## config.mk

```make
export PLATFORM = sky130hd
export DESIGN_NAME = dp_done_sync
export DESIGN_NICKNAME = d
export VERILOG_FILES = /design/src/rtl/dp_done_sync.sv
export SDC_FILE = /design/constraint.sdc
export NUM_CORES = 1
export LEC_CHECK = 0
export ABC_AREA = 0
export ABC_CLOCK_PERIOD_IN_PS = 2800
export CAP_MARGIN = 20
export CORE_UTILIZATION = 35
export CTS_BUF_LIST = sky130_fd_sc_hd__clkbuf_16
export DETAILED_ROUTE_END_ITERATION = 10
export PLACE_DENSITY = 0.55
export SETUP_SLACK_MARGIN = 0.02
export SYNTH_ARGS = -nofsm -noshare
export SYNTH_HDL_FRONTEND = slang
export SYNTH_SLANG_ARGS = --single-unit
```

## constraint.sdc

```tcl
create_clock -name clk_i -period 2.8 [get_ports clk_i]
set_input_delay 0.42 -clock clk_i [delete_from_list [all_inputs] [get_ports clk_i]]
set_output_delay 0.42 -clock clk_i [all_outputs]
set_load 0.02 [all_outputs]
```

## src/rtl/dp_done_sync.sv

```systemverilog
// rtl/dp_done_sync.sv - start fan-out and done aggregation for N_DP datapath channels
// Adds a watchdog timeout, empty-mask completion and sticky protocol-error reporting.
module dp_done_sync #(
  parameter int unsigned N_DP      = 2,
  parameter int unsigned TIMEOUT_W = 16
) (
  input  logic                 clk_i,
  input  logic                 rst_i,
  input  logic                 clear_i,
  input  logic                 start_i,
  input  logic [N_DP-1:0]      enable_mask_i,
  input  logic                 mode_i,
  input  logic [TIMEOUT_W-1:0] timeout_i,
  input  logic [N_DP-1:0]      dp_done_i,
  output logic [N_DP-1:0]      dp_start_o,
  output logic                 done_o,
  output logic                 timeout_o,
  output logic                 busy_o,
  output logic [N_DP-1:0]      done_mask_o,
  output logic                 err_o
);

  typedef enum logic {IDLE, RUN} state_e;

  state_e               state_q;
  logic [N_DP-1:0]      active_q;
  logic                 mode_q;
  logic [TIMEOUT_W-1:0] tmo_q;
  logic [TIMEOUT_W-1:0] cnt_q;

  logic [N_DP-1:0]      lvl_next;
  logic                 complete;
  logic                 tmo_hit;
  logic                 proto_err;
  logic [TIMEOUT_W-1:0] cnt_next;

  always_comb begin
    lvl_next  = done_mask_o | (dp_done_i & active_q);
    complete  = mode_q ? (lvl_next != '0) : ((lvl_next & active_q) == active_q);
    tmo_hit   = (tmo_q != '0) && (cnt_q == tmo_q - TIMEOUT_W'(1));
    proto_err = (|(dp_done_i & ~active_q)) || (|(dp_done_i & done_mask_o)) ||
                (start_i && (state_q == RUN));
    // Saturate so a disabled watchdog never wraps back to a matching value.
    cnt_next  = (&cnt_q) ? cnt_q : cnt_q + TIMEOUT_W'(1);
  end

  assign busy_o = (state_q == RUN);

  always_ff @(posedge clk_i or posedge rst_i) begin
    if (rst_i) begin
      state_q     <= IDLE;
      active_q    <= '0;
      mode_q      <= 1'b0;
      tmo_q       <= '0;
      cnt_q       <= '0;
      done_mask_o <= '0;
      dp_start_o  <= '0;
      done_o      <= 1'b0;
      timeout_o   <= 1'b0;
      err_o       <= 1'b0;
    end else if (clear_i) begin
      state_q     <= IDLE;
      active_q    <= '0;
      mode_q      <= 1'b0;
      tmo_q       <= '0;
      cnt_q       <= '0;
      done_mask_o <= '0;
      dp_start_o  <= '0;
      done_o      <= 1'b0;
      timeout_o   <= 1'b0;
      err_o       <= 1'b0;
    end else begin
      dp_start_o <= '0;
      done_o     <= 1'b0;
      timeout_o  <= 1'b0;
      if (proto_err) err_o <= 1'b1;
      case (state_q)
        IDLE: begin
          if (start_i) begin
            active_q    <= enable_mask_i;
            mode_q      <= mode_i;
            tmo_q       <= timeout_i;
            cnt_q       <= '0;
            done_mask_o <= '0;
            if (enable_mask_i != '0) begin
              dp_start_o <= enable_mask_i;
              state_q    <= RUN;
            end else begin
              done_o <= 1'b1;
            end
          end else begin
            // Late finishers after an ANY completion or a timeout still record their level.
            done_mask_o <= lvl_next;
          end
        end
        RUN: begin
          done_mask_o <= lvl_next;
          if (complete) begin
            done_o  <= 1'b1;
            state_q <= IDLE;
          end else if (tmo_hit) begin
            done_o    <= 1'b1;
            timeout_o <= 1'b1;
            state_q   <= IDLE;
          end else begin
            cnt_q <= cnt_next;
          end
        end
        default: state_q <= IDLE;
      endcase
    end
  end

endmodule
```

# After elaboration in Yosys (flattened, before gate mapping)
# Cells that the tools add are included.
# W data, S select, Z words.
[totals]
ff_bits = 43
in_bits = 25
out_inout_bits = 8
elab_cells = 80
[op_classes]
addsub = 2
n_eq_ne = 7
muxes = 40
bitwise_logic = 7
n_reduce_logical = 14
[op_table]
columns = ["cell", "count"]
rows = [
  ["$mux W16", 8],
  ["$pmux W16 S2", 1],
  ["$mux W1", 19],
  ["$mux W2", 9],
  ["$add A16 B1 Y16 const B", 1],
  ["$eq A16 B16 Y1", 1],
  ["$reduce_and A16 Y1", 1],
  ["$reduce_bool A16 Y1", 1],
  ["$sub A16 B1 Y16 const B", 1],
  ["$ne A3 B3 Y1 const B", 4],
  ["$and A2 B2 Y2", 4],
  ["$reduce_bool A2 Y1", 4],
  ["$pmux W1 S2", 2],
  ["$pmux W2 S2", 1],
  ["$reduce_and A4 Y1", 1],
  ["$reduce_or A2 Y1", 2],
  ["$eq A2 B2 Y1", 1],
  ["$logic_and A1 B1 Y1", 2],
  ["$logic_or A1 B1 Y1", 2],
  ["$ne A2 B2 Y1 const B", 1],
  ["$not A2 Y2", 1],
  ["$or A2 B2 Y2", 1],
  ["$reduce_and A2 Y1", 1],
  ["$not A1 Y1", 1],
]

# Logic depth before layout (Yosys ltp)
# Gate-level depths: netlist of run 1.
[logic_depth]
ltp_word = 8
mapped_depth = 14
mapped_depth_nobuf = 10

# Worst setup path before layout of run 1
# No wires, ideal clock.
[synth_timing]
kind = "register to register"
startpoint = "register tmo_q[2]"
endpoint = "register cnt_q[4]"
setup_ns = 0.075
t_arrival_ns = 2.556
t_required_ns = 2.725
path_slack_ns = 0.169
stages_incl_launch_ff = 12
n_path_buf = 3
period_less_slack_ns = 2.631
cell_sequence = "dfrtp_1 buf_6 nor4_4 nand2_2 a21boi_0 or3_1 o2111a_2 and2_4 buf_6 buf_8 or3_1 a21oi_2"
[synth_between]
elab_chain_cells = 5
elab_cells_between_ends = 6
classes_between = "add/sub: 1; eq/ne: 2; reduce/logical: 3"
[synth_lines]
columns = ["element", "line_no", "text"]
rows = [
  ["start, declared", "28", "logic [TIMEOUT_W-1:0] tmo_q;"],
  ["start signal, assigned", "82", "tmo_q <= timeout_i;"],
  ["$sub A16 B1 Y16", "40", "tmo_hit = (tmo_q != '0) && (cnt_q == tmo_q - TIMEOUT_W'(1));"],
  ["$eq A16 B16 Y1", "40", ""],
  ["$logic_and A1 B1 Y1 (*)", "40", ""],
  ["$ne A3 B3 Y1 (no source line) (*)", "-", ""],
  ["$reduce_and A4 Y1 (no source line) (*)", "-", ""],
  ["end signal, assigned", "106", "cnt_q <= cnt_next;"],
  ["end, declared", "29", "logic [TIMEOUT_W-1:0] cnt_q;"],
]
# Every way passes the cells marked *; elsewhere a longest branch is shown, timed or not.
# A chain may end at the register's enable or synchronous reset.

# Final worst setup path of run 1
[layout_timing]
startpoint = "register tmo_q[3]"
endpoint = "register cnt_q[3]"
# Same word-level chain as after synthesis.

==> impl_metrics.tcl, run 1 <==
set metrics [dict create \
    ios 33 \
    initial_utilization 0.370 \
    r2r_start "tmo_q[3]$_DFFE_PP0P_" \
    ys_seq_area_frac 0.390 \
    power_density_nw_per_um2 477 \
    r2r_cells 9 \
    hp-class "in2async" \
    synth-async-reset-ratio 1.00 \
    dieArea_um2 8230 \
    synth_top_family_by_area "simple AND/OR/NAND/NOR gates" \
    synth_fa_ha_area_frac 0.0136 \
    cp.required_ns 3.02 \
    final_antenna_net_count 0 \
    r2r_slack_ns 0.19 \
    syn_area_per_cell_um2 8.64 \
    grt_use_total 0.186 \
    cts.clk_slew.worst_paths_ns 0.06 \
    netlist_area_um2 2760 \
    layout-drive-gt1-share 0.141 \
    nets 395 \
    insertedDiodeCount 0 \
    drv_slew 0 \
    place.gp.congestion 0.854 \
    grt.overflow.total 0 \
    synth-simple-area-share 0.310 \
    worstMarginPinSlew_ns 0.777 \
    vias 2500 \
    hpwl_um 5210 \
    ys.flop_type "dfrtp_1" \
    cts_tree "done" \
    cellLeakagePower_nw 1.43 \
    drc_errors 0 \
    core_um2 7450 \
    antenna_found_initial 0 \
    grt_pass1_wl_um 12300 \
    power_w 0.00166 \
    clock_latency_ns 0.29 \
    status "finished, final reports clean" \
    crit_fanout 13 \
    cp-end-kind "flop" \
    area_delta_synth_final_pct 26.3 \
    fin_skew_ns 0.00574 \
    drtIter0Drc 174 \
    finalHoldViolCount 0 \
    synth_warnings 0 \
    synth_mux_area_frac 0.0150 \
    first_pass_iters 4 \
    cts_buffer_depth 2 \
    synth_xor_area_frac 0.0635 \
    post-route-period-util 0.932 \
    num_rows 31 \
    synth-compound-area-share 0.157 \
    ir_drop_mv 0.290 \
    synth_cell_types 59 \
    slew_headroom 0.480 \
    avgViaCountPerCell 5.35 \
    rsz0062_at_grt "no" \
    die_h_um 90.7 \
    die_x_um 90.7 \
    synth-seq-cells 43 \
    root_buffer "clkbuf_16" \
    cts_sinks 43 \
    grt_max_degree 30 \
    synth_edf_count 0 \
    cts_buffers 5 \
    syn_nets 347 \
    routed_wl_um 7250 \
    maxCapViolCount 0 \
    tns_ns 0 \
    path_class "reg2reg" \
    portBuffers 32 \
    routedWlPerCell_um 15.5 \
    finalCriticalPeriod_ns 2.61 \
    h-tree-depth 2 \
    synthCells 319 \
    start_kind "flop" \
    hold_buffers 0 \
    cp.arrival_ns 2.83 \
    rr_endpoint "cnt_q[3]$_DFFE_PP0P_" \
    grt_pass1_vias 2454 \
    fmax_mhz 383 \
    setup_violations 0 \
]
-- synth_stat cells, types with 3 or more instances --
cell / number / area [um^2]
o211ai_1: 5 / 37.5
dfrtp_1: 43 / 1080
a21oi_1: 26 / 130
o21ai_1: 4 / 20.0
a31oi_1: 4 / 25.0
nand2b_1: 11 / 68.8
nand3_1: 9 / 45.0
nor2b_1: 4 / 25.0
nor3_1: 7 / 35.0
nand2_1: 52 / 195
xor2_1: 5 / 43.8
clkbuf_1: 9 / 33.8
nor4_1: 4 / 25.0
buf_1: 4 / 15.0
xnor2_1: 15 / 131
o31ai_1: 3 / 22.5
a21oi_2: 3 / 26.3
ha_1: 3 / 37.5
or3_1: 14 / 87.6
mux2i_1: 3 / 30.0
nand4_1: 10 / 62.6
inv_1: 9 / 33.8
or4_1: 9 / 67.6
nor2_1: 18 / 67.6
nor3b_1: 4 / 30.0
-- worst max-delay path by stage --
| stage | endpoint | depth (start not counted) | slack (ns) | start |
|---|---|---|---|---|
| after floorplan | cnt_q[4]$_DFFE_PP0P_ | 11 | 0.17 | tmo_q[2]$_DFFE_PP0P_ |
| after global placement | cnt_q[11]$_DFFE_PP0P_ | 9 | 0.09 | dp_done_i[0] |
| after detailed placement | cnt_q[11]$_DFFE_PP0P_ | 9 | 0.02 | dp_done_i[0] |
| after CTS | cnt_q[3]$_DFFE_PP0P_ | 9 | 0.09 | tmo_q[3]$_DFFE_PP0P_ |
| after global routing | cnt_q[3]$_DFFE_PP0P_ | 9 | 0.05 | tmo_q[3]$_DFFE_PP0P_ |
| final | cnt_q[3]$_DFFE_PP0P_ | 9 | 0.19 | tmo_q[3]$_DFFE_PP0P_ |
-- cells by family after synthesis --
logic type | count (synthesis)
multiplexers | 4
adder cells (fa/ha/maj) | 3
buffers and inverters | 26
XOR/XNOR | 20
AO/OA/AOI/OAI | 65
flip-flops | 43
AND/OR/NAND/NOR | 158
-- stage by stage --
stage | area [um^2] | utilization | worst slack [ns] | hold WS [ns] | instances
finish | 3480 | 0.468 | 0.192 | 0.295 | 467
global route | 3480 | 0.468 | 0.0489 | 0.331 | 467
CTS | 3440 | 0.462 | 0.0850 | 0.561 | 465
detailed placement | 3270 | 0.440 | 0.0245 | 0.546 | 457
global placement | 3270 | 0.440 | 0.0882 | 0.530 | 457
floorplan | 2760 | - | 0.169 | 0.495 | 319
-- state kept, by name, summed over array words and instances, names as in the netlist --
signal,count
busy_o,1
dp_start_o,2
mode_q,1
done_mask_o,2
active_q,2
timeout_o,1
tmo_q,16
cnt_q,16
err_o,1
done_o,1
-- placed cells by master, fill, tap and decap left out, types with 5 or more instances in the layout --
cell / netlist / routed
a21oi_1: 26 / 25
buf_4: 0 / 23
clkbuf_16: 0 / 5
clkdlybuf4s50_1: 0 / 32
dfrtp_1: 43 / 41
inv_1: 9 / 8
nand2_1: 52 / 52
nand2b_1: 11 / 11
nand3_1: 9 / 9
nand4_1: 10 / 10
nor2_1: 18 / 18
nor3_1: 7 / 6
o211ai_1: 5 / 5
or3_1: 14 / 14
or4_1: 9 / 9
xnor2_1: 15 / 15
xor2_1: 5 / 5
-- final cells by class --
cell class / instances / area (um^2)
clock buffers: 5 / 125
clock inverters: 3 / 38.8
fillers: 753 / 3970
inverters: 9 / 33.8
multi-input cells: 251 / 1560
flip-flops and latches: 43 / 1080
well taps: 99 / 124
repair buffers: 57 / 524
-- power breakdown --
| group | switching (W) | internal [W] | total, W |
|---|---|---|---|
| Clock | 0.000249 | 0.000416 | 0.000666 |
| Sequential | 0.0000242 | 0.000643 | 0.000667 |
| Combinational | 0.000172 | 0.000156 | 0.000328 |
-- critical path, cell delays in order, from the launching register on --
cell	delay [ns]
dfrtp_2	0.46
nor4_4	0.27
buf_6	0.17
nand3_2	0.10
mux2_2	0.25
a31oi_1	0.10
o2111a_2	0.32
and2_4	0.22
or4_1	0.50
a21oi_2	0.14
-- metal layers --
| layer | vias to the layer above | wire length, um | global-route usage |
|---|---|---|---|
| met3 | 9 | 232 | 0.0236 |
| met4 | 0 | 104 | 0.0565 |
| met2 | 40 | 3350 | 0.292 |
| met5 | - | 0 | 0 |
| met1 | 1204 | 3560 | 0.264 |
| li1 | 1247 | - | - |
-- repair_timing --
item                                    CTS  global route
resized for setup                         0             6
endpoints found under the setup margin    0            11
setup buffers                             0             0
Power figures use the tool's default switching activity.
==> inputs of run 2 (changes only) <==
Settings changed: ABC_CLOCK_PERIOD_IN_PS 2800 to unset, PLACE_DENSITY 0.55 to 0.53.
Clock period 2.8 ns to 3 ns, I/O delays scaled along.
==> impl_metrics.tcl, run 2 (synthesis gave the netlist of run 1 again) <==
set metrics [dict create \
    cp-end-kind "flop" \
    core_um2 7450 \
    die_x_um 90.7 \
    antenna_found_initial 0 \
    initial_utilization 0.370 \
    post_cts_buffers 0 \
    rsz0062_at_grt "no" \
    comb_power_share 0.198 \
    setup_violations 0 \
    hold_path_depth 1 \
    num_rows 31 \
    nets 383 \
    power_density_nw_per_um2 425 \
    drc_errors 0 \
    worstMarginPinSlew_ns 0.930 \
    finalHoldViolCount 0 \
    hold_buffers 0 \
    drv_slew 0 \
    grt_pass1_wl_um 12000 \
    rr_endpoint "cnt_q[2]$_DFFE_PP0P_" \
    cts_buffers 5 \
    drtIter0Drc 139 \
    root_buffer "clkbuf_16" \
    tns_ns 0 \
    finalCriticalPeriod_ns 2.69 \
    first_pass_iters 4 \
    r2r_slack_ns 0.31 \
    hold_path.startpoint "active_q[1]$_DFFE_PP0P_" \
    power_frac_seq 0.442 \
    hold_end "active_q[1]$_DFFE_PP0P_" \
    layout-drive-gt1-share 0.0989 \
    grt.overflow.total 0 \
    avgViaCountPerCell 5.36 \
    grt_max_degree 30 \
    start_kind "flop" \
    cts_tree "done" \
    cts_resized 0 \
    insertedDiodeCount 0 \
    layout_common_cells "nand2_1, dfrtp_1, clkdlybuf4s50_1" \
    clockPowerShare 0.361 \
    p_int_w 0.00103 \
    maxCapViolCount 0 \
    status "finished, final reports clean" \
    p_sw_frac 0.275 \
    cellLeakagePower_nw 1.36 \
    post-route-period-util 0.898 \
    r2r_cells 9 \
    clock_latency_ns 0.28 \
    path_class "reg2reg" \
    place.gp.congestion 0.875 \
    dieArea_um2 8230 \
    h-tree-depth 2 \
    reg_top3 "cnt_q (16), tmo_q (16)" \
    p_sw_w 0.000390 \
    crit_fanout 26 \
    area_delta_synth_final_pct 21.0 \
    setup_slack_ns 0.306 \
    place_area_um2 3200 \
    routed_wl_um 7010 \
    cts_buffer_depth 2 \
    r2r_start "tmo_q[0]$_DFFE_PP0P_" \
    slew_headroom 0.376 \
    fmax_mhz 371 \
    routedWlPerCell_um 15.5 \
    hpwl_um 5100 \
    cp.required_ns 3.17 \
    dpl_worst_slack_ns 0.155 \
    vias 2426 \
    final_antenna_net_count 0 \
    portBuffers 32 \
    finish.instance_area_um2 3330 \
    final_common_cell "nand2_1" \
    fin_skew_ns 0.00449 \
    die_h_um 90.7 \
    grt_use_total 0.184 \
    cts.clk_slew.worst_paths_ns 0.06 \
    grt_pass1_vias 2317 \
    power_w 0.00142 \
    cp.arrival_ns 2.87 \
    ir_drop_mv 0.205 \
    hp-class "reg2reg" \
    ios 33 \
    cts_sinks 43 \
]
==> run 2: cell count changes in the layout (fill, tap and decap cells not counted), sizes merged <==
cell / delta
inv: +1
clkinv: -2
and2: -1
bufinv: -1
buf: -11
==> run 2: routing by layer <==
metal,global-route usage,routed length [um],vias up
li1,-,-,1215
met1,0.260,3490,1158
met2,0.290,3220,47
met3,0.0303,235,6
met4,0.0470,67,0
met5,0,0,-
==> run 2: final cells by class <==
type	count	area, um^2
well taps	99	124
clock buffers	5	125
inverters	9	33.8
clock inverters	1	3.75
flip-flops and latches	43	1080
multi-input cells	250	1550
repair buffers	46	425
fillers	791	4110
==> run 2: per-stage QoR <==
stage          utilization  hold WS (ns)  instances
2_1_floorplan            -         0.495        319
6_report             0.448         0.544        453
5_1_grt              0.448         0.573        453
3_5_place_dp         0.430         0.538        447
3_3_place_gp         0.430         0.531        447
4_1_cts              0.447         0.551        453
==> run 2: critical path, stage by stage (launching register included) <==
cell	delay, ns
dfrtp_1	0.39
inv_1	0.08
ha_1	0.30
xnor2_1	0.11
a2111oi_0	0.49
nand4_1	0.22
nor3_1	0.33
and2_4	0.38
nor2_1	0.07
a31o_1	0.21
==> run 2: worst max-delay path by stage <==
stage / from / end / slack, ns / cells past startpoint
after floorplan: tmo_q[2]$_DFFE_PP0P_ / cnt_q[4]$_DFFE_PP0P_ / 0.37 / 11
after global placement: dp_done_i[0] / cnt_q[11]$_DFFE_PP0P_ / 0.19 / 9
after detailed placement: dp_done_i[0] / cnt_q[11]$_DFFE_PP0P_ / 0.16 / 9
after CTS: tmo_q[10]$_DFFE_PP0P_ / cnt_q[7]$_DFFE_PP0P_ / 0.17 / 8
after global routing: tmo_q[0]$_DFFE_PP0P_ / cnt_q[2]$_DFFE_PP0P_ / 0.06 / 9
final: tmo_q[0]$_DFFE_PP0P_ / cnt_q[2]$_DFFE_PP0P_ / 0.31 / 9
==> run 2: power groups by stage <==
stage                     sequential (W)  clock (W)  combinational, W
after global placement          0.000636          0          0.000280
final                           0.000626   0.000511          0.000280
after detailed placement        0.000636          0          0.000282
after floorplan                 0.000636          0          0.000176
after CTS                       0.000625   0.000521          0.000283
after global routing            0.000629   0.000551          0.000314
